===== config.mk =====
export PLATFORM = sky130hd
export DESIGN_NAME = bin_2_bcd_seq
export DESIGN_NICKNAME = d
export VERILOG_FILES = /design/src/rtl/bin_2_bcd_seq.sv
export SDC_FILE = /design/constraint.sdc
export NUM_CORES = 1
export LEC_CHECK = 0
export ABC_AREA = 1
export CORE_ASPECT_RATIO = 1.25
export CORE_MARGIN = 2
export CORE_UTILIZATION = 40
export CTS_BUF_LIST = sky130_fd_sc_hd__clkbuf_8
export CTS_CLUSTER_DIAMETER = 120
export DETAILED_ROUTE_END_ITERATION = 10
export PLACE_DENSITY = 0.67
export SLEW_MARGIN = 20
export SYNTH_ARGS = -nofsm -noshare
export SYNTH_HDL_FRONTEND = slang
export SYNTH_SLANG_ARGS = --single-unit

===== constraint.sdc =====
create_clock -name clk -period 4.2 [get_ports clk]
set_clock_uncertainty 0.1 [all_clocks]
set_input_delay 0.84 -clock clk [delete_from_list [all_inputs] [get_ports clk]]
set_output_delay 0.84 -clock clk [all_outputs]
set_load 0.05 [all_outputs]

===== src/rtl/bin_2_bcd_seq.sv =====
// Sequential shift-and-add-3 binary to BCD converter with valid/ready handshakes on both sides.
// Define BIN_2_BCD_SIGNED_EN to treat bin as two's complement and add the neg output.
module bin_2_bcd_seq #(
  parameter int W = 16
) (
  input  logic                          clk,
  input  logic                          rst,
  input  logic                          in_valid,
  output logic                          in_ready,
  input  logic [W-1:0]                  bin,
  output logic                          out_valid,
  input  logic                          out_ready,
  output logic [4*((W*3)/10+1)-1:0]     bcd,
  output logic                          busy
`ifdef BIN_2_BCD_SIGNED_EN
  ,
  output logic                          neg
`endif
);

  localparam int ND = (W*3)/10+1;
  localparam int CW = $clog2(W+1);
  localparam logic [CW-1:0] CNT_LAST = CW'(W);

  typedef enum logic [1:0] {IDLE, SHIFT, DONE} state_t;

  state_t            state_q, state_d;
  logic [W-1:0]      sr_q, sr_d;
  logic [4*ND-1:0]   dig_q, dig_d;
  logic [CW-1:0]     cnt_q, cnt_d;
  logic              out_valid_q, busy_q;
  logic [4*ND-1:0]   adj;
  logic [4*ND-1:0]   sh_dig;
  logic [W-1:0]      sh_sr;
  logic [W-1:0]      mag;
  logic              accept;
`ifdef BIN_2_BCD_SIGNED_EN
  logic              neg_q, neg_d;
`endif

  assign in_ready  = (state_q == IDLE) || ((state_q == DONE) && out_ready);
  assign accept    = in_valid && in_ready;
  assign out_valid = out_valid_q;
  assign busy      = busy_q;
  assign bcd       = dig_q;
`ifdef BIN_2_BCD_SIGNED_EN
  assign neg       = neg_q;
  assign mag       = bin[W-1] ? ((~bin) + W'(1)) : bin;
`else
  assign mag       = bin;
`endif

  // The SHIFT state spends one extra cycle at cnt==W so out_valid lands W+1 edges after accept.
  always_comb begin
    state_d = state_q;
    sr_d    = sr_q;
    dig_d   = dig_q;
    cnt_d   = cnt_q;
`ifdef BIN_2_BCD_SIGNED_EN
    neg_d   = neg_q;
`endif
    adj = dig_q;
    for (int i = 0; i < ND; i++) begin
      if (dig_q[4*i +: 4] > 4'd4) begin
        adj[4*i +: 4] = dig_q[4*i +: 4] + 4'd3;
      end
    end
    {sh_dig, sh_sr} = {adj[4*ND-2:0], sr_q, 1'b0};

    case (state_q)
      IDLE: begin
        if (accept) state_d = SHIFT;
      end
      SHIFT: begin
        if (cnt_q == CNT_LAST) begin
          state_d = DONE;
        end else begin
          dig_d = sh_dig;
          sr_d  = sh_sr;
          cnt_d = cnt_q + CW'(1);
        end
      end
      DONE: begin
        if (accept)         state_d = SHIFT;
        else if (out_ready) state_d = IDLE;
      end
      default: state_d = IDLE;
    endcase

    if (accept) begin
      sr_d  = mag;
      dig_d = '0;
      cnt_d = '0;
`ifdef BIN_2_BCD_SIGNED_EN
      neg_d = bin[W-1];
`endif
    end
  end

  always_ff @(posedge clk or posedge rst) begin
    if (rst) begin
      state_q     <= IDLE;
      sr_q        <= '0;
      dig_q       <= '0;
      cnt_q       <= '0;
      out_valid_q <= 1'b0;
      busy_q      <= 1'b0;
`ifdef BIN_2_BCD_SIGNED_EN
      neg_q       <= 1'b0;
`endif
    end else begin
      state_q     <= state_d;
      sr_q        <= sr_d;
      dig_q       <= dig_d;
      cnt_q       <= cnt_d;
      out_valid_q <= (state_d == DONE);
      busy_q      <= (state_d != IDLE);
`ifdef BIN_2_BCD_SIGNED_EN
      neg_q       <= neg_d;
`endif
    end
  end

endmodule


==> summary.md <==
| Metric | Value |
|---|---|
| DRC | 0 |
| DP Cell Count | 428 |
| Post-Syn Nets | 343 |
| Vias in the first global route | 1996 |
| Setup Crit Path Kind | in2out |
| Initial Utilization | 41.7% |
| Layout Nets | 380 |
| First-pass GRT wire length | 8480 um |
| Layout cells sized above 1 | 4.52% |
| Pwr Density | 899 nW/um2 |
| Max FO, Critical Path | 4 |
| Global-route usage over all layers | 15.7% |
| Avg Cell Area, Syn | 7.73 um2 |
| Die area | 6750 um2 |
| Rel. slew slack | 37.1% |
| Initial drt markers | 125 |
| CP arrival | 2.36 ns |
| RSZ-0062 raised after global routing | no |
| Sw Share | 51.4% |
| Mapped Cells | 316 |
| Seq pwr share | 31.1% |
| F_max | 303 MHz |
| Internal power | 1.28 mW |
| Worst hold slack | 0.393 ns |
| Largest net degree at the start of global routing | 55 |
| Initial antenna violation count | 0 |
| Worst hold path class | reg2reg |
| Post-CTS Resized | 0 |
| Via density | 4.90 |
| Lkg Pwr | 1.48 nW |
| Synth cell types | 21 |
| Antenna diode count | 0 |
| GPL Wtd Cong | 0.868 |
| Non-filler instance count after layout | 436 |
| Critical Path End Type | output pin |
| Final hold vios | 0 |
| Clock Power Share | 9.6% |
| Avg WL per Cell | 11.5 um |
| Hold buffer count at CTS | 0 |
| Area share of the largest cell type after synthesis | 46.1% |
| Clock sink count | 45 |
| Setup_tns | 0 ns |
| Startpoint Class | input pin |
| IO Port Bufs | 42 |
| Worst skew pair latency | 0.30 ns |
| Clock Pin Slew Worst Setup and Hold Paths | 0.08 ns |
| # rows | 31 |
| #FFs+latches synth | 45 |
| Pre-antenna DRT Iters | 4 |
| P_sw | 1.36 mW |
| Actual slew at the worst max-slew pin | 0.943 ns |
| Worst EP required | 3.26 ns |
| Final setup viols | 0 |
| Peak supply drop | 263 uV |
| P&R area growth vs syn | 20.2% |
| Outcome | completed |
| Routed WL | 5030 um |
| Cts bufs inserted | 5 |
| Max-Cap Viols | 0 |
| Via Count | 2137 |
| Post-DRT Antenna Nets | 0 |
| Congestion Overflow GR | 0 |
| Core area | 5860 um2 |
| Top cells by area, synth | dfrtp_1 46%, nand3_1 14%, nand2_1 14% |
| Root buffer cell | clkbuf_8 |
| Minimum clock period | 3.30 ns |
| Slew Limit Fails | 0 |
| Die width | 73.9 um |
| Gate power share | 59.3% |
| Hpwl dp | 3360 um |
| Seq/Total Area, Yosys | 46.1% |
| Syn Std Cell Area | 2440 um2 |
| Final period util | 78.6% |
| Cell taking the most area after synthesis | dfrtp_1 |
| Yosys warns | 0 |
| I/O pin count | 43 |
| DIE HEIGHT | 91.4 um |
| Max H-tree Level | 2 |
| CTS Buffer Depth | 2 |
| TritonCTS clock tree | done |
| Setup bufs post-CTS | 0 |
-- worst max-delay path, cell delays in order --
cell	delay [ns]
clkdlybuf4s50_1	0.45
inv_1	0.05
nand2_1	0.12
nand2_1	0.07
inv_1	0.05
clkdlybuf4s50_1	0.78
-- per-stage QoR --
step,setup slack (ns),instance area (um2),power [mW],util [%]
after CTS,0.889,2940,2.67,50.2
final,0.898,2940,2.64,50.2
after global placement,0.909,2860,2.37,48.8
after floorplan,1.92,2440,2.06,-
after global routing,0.782,2940,2.88,50.2
after detailed placement,0.887,2860,2.41,48.8
-- cells in the mapped netlist --
library cell	n
nand2_4	1
buf_6	7
inv_4	1
buf_2	3
nand3_1	70
nand2_1	93
buf_4	3
xor2_1	1
nor2_2	1
nand4_1	4
dfrtp_1	45
nor2_1	11
inv_1	34
inv_2	2
o21ai_0	8
a21oi_1	1
o21ai_1	18
nor2_4	1
ha_1	7
nand2_2	3
nand3b_1	2
-- per-layer routing --
layer | up-vias | share of wire [%] | track usage (%)
li1 | 1093 | - | -
met1 | 1000 | 46 | 19.1
met2 | 39 | 49 | 26.5
met3 | 5 | 3.8 | 4.33
met4 | 0 | 0.94 | 4.70
met5 | - | 0 | 0
-- final cells by class --
type	instances	area [um2]
fillers	598	2920
flip-flops and latches	45	1130
clock inverters	3	11.3
multi-input cells	221	1060
well taps	82	103
inverters	37	141
repair buffers	43	428
clock buffers	5	68.8
-- sequential cells by signal (all words and copies together), names as in the netlist --
name / count
sr_q: 16
cnt_q: 5
busy: 1
state_q: 2
out_valid: 1
bcd: 20
-- power groups by stage --
stage	combinational, mW	sequential [mW]	clock, mW
6_report	1.57	0.821	0.254
5_1_grt	1.75	0.853	0.273
4_1_cts	1.58	0.821	0.265
3_5_place_dp	1.58	0.830	0
3_3_place_gp	1.54	0.826	0
2_1_floorplan	0.921	1.14	0
-- cell families after synthesis --
family / synth area share [%]
and+or+nand+nor: 33.9
buffers and inverters: 10.5
DFF: 46.1
AOI/OAI and AO/OA: 5.53
adders and majority gates: 3.58
xor gates and xnor gates: 0.358
-- worst paths after layout --
check                                startpoint                  end  slack (ns)  depth (start not counted)
max                                   out_ready             in_ready        0.90                          6
min                        sr_q[15]$_DFFE_PP0P_   bcd[0]$_DFFE_PP0P_        0.39                          2
max reg2reg                cnt_q[0]$_DFFE_PP0P_  sr_q[6]$_DFFE_PP0P_        2.25                          9
min reg2reg                sr_q[15]$_DFFE_PP0P_   bcd[0]$_DFFE_PP0P_        0.39                          2
max in group asynchronous                   rst  sr_q[6]$_DFFE_PP0P_        2.45                          2
min in group asynchronous                   rst   bcd[9]$_DFFE_PP0P_        0.97                          2
-- placed cells by master, fill, tap and decap left out, drive strengths merged --
cell type      instances
inv                   40
xor2                   1
nand4                  4
nand3                 70
dfrtp                 45
nand2                 97
nand3b                 2
o21ai                 26
buf                    1
ha                     7
a21oi                  1
nor2                  13
clkdlybuf4s50         42
clkbuf                 5
Note: power is estimated with default switching activity, not from simulation.
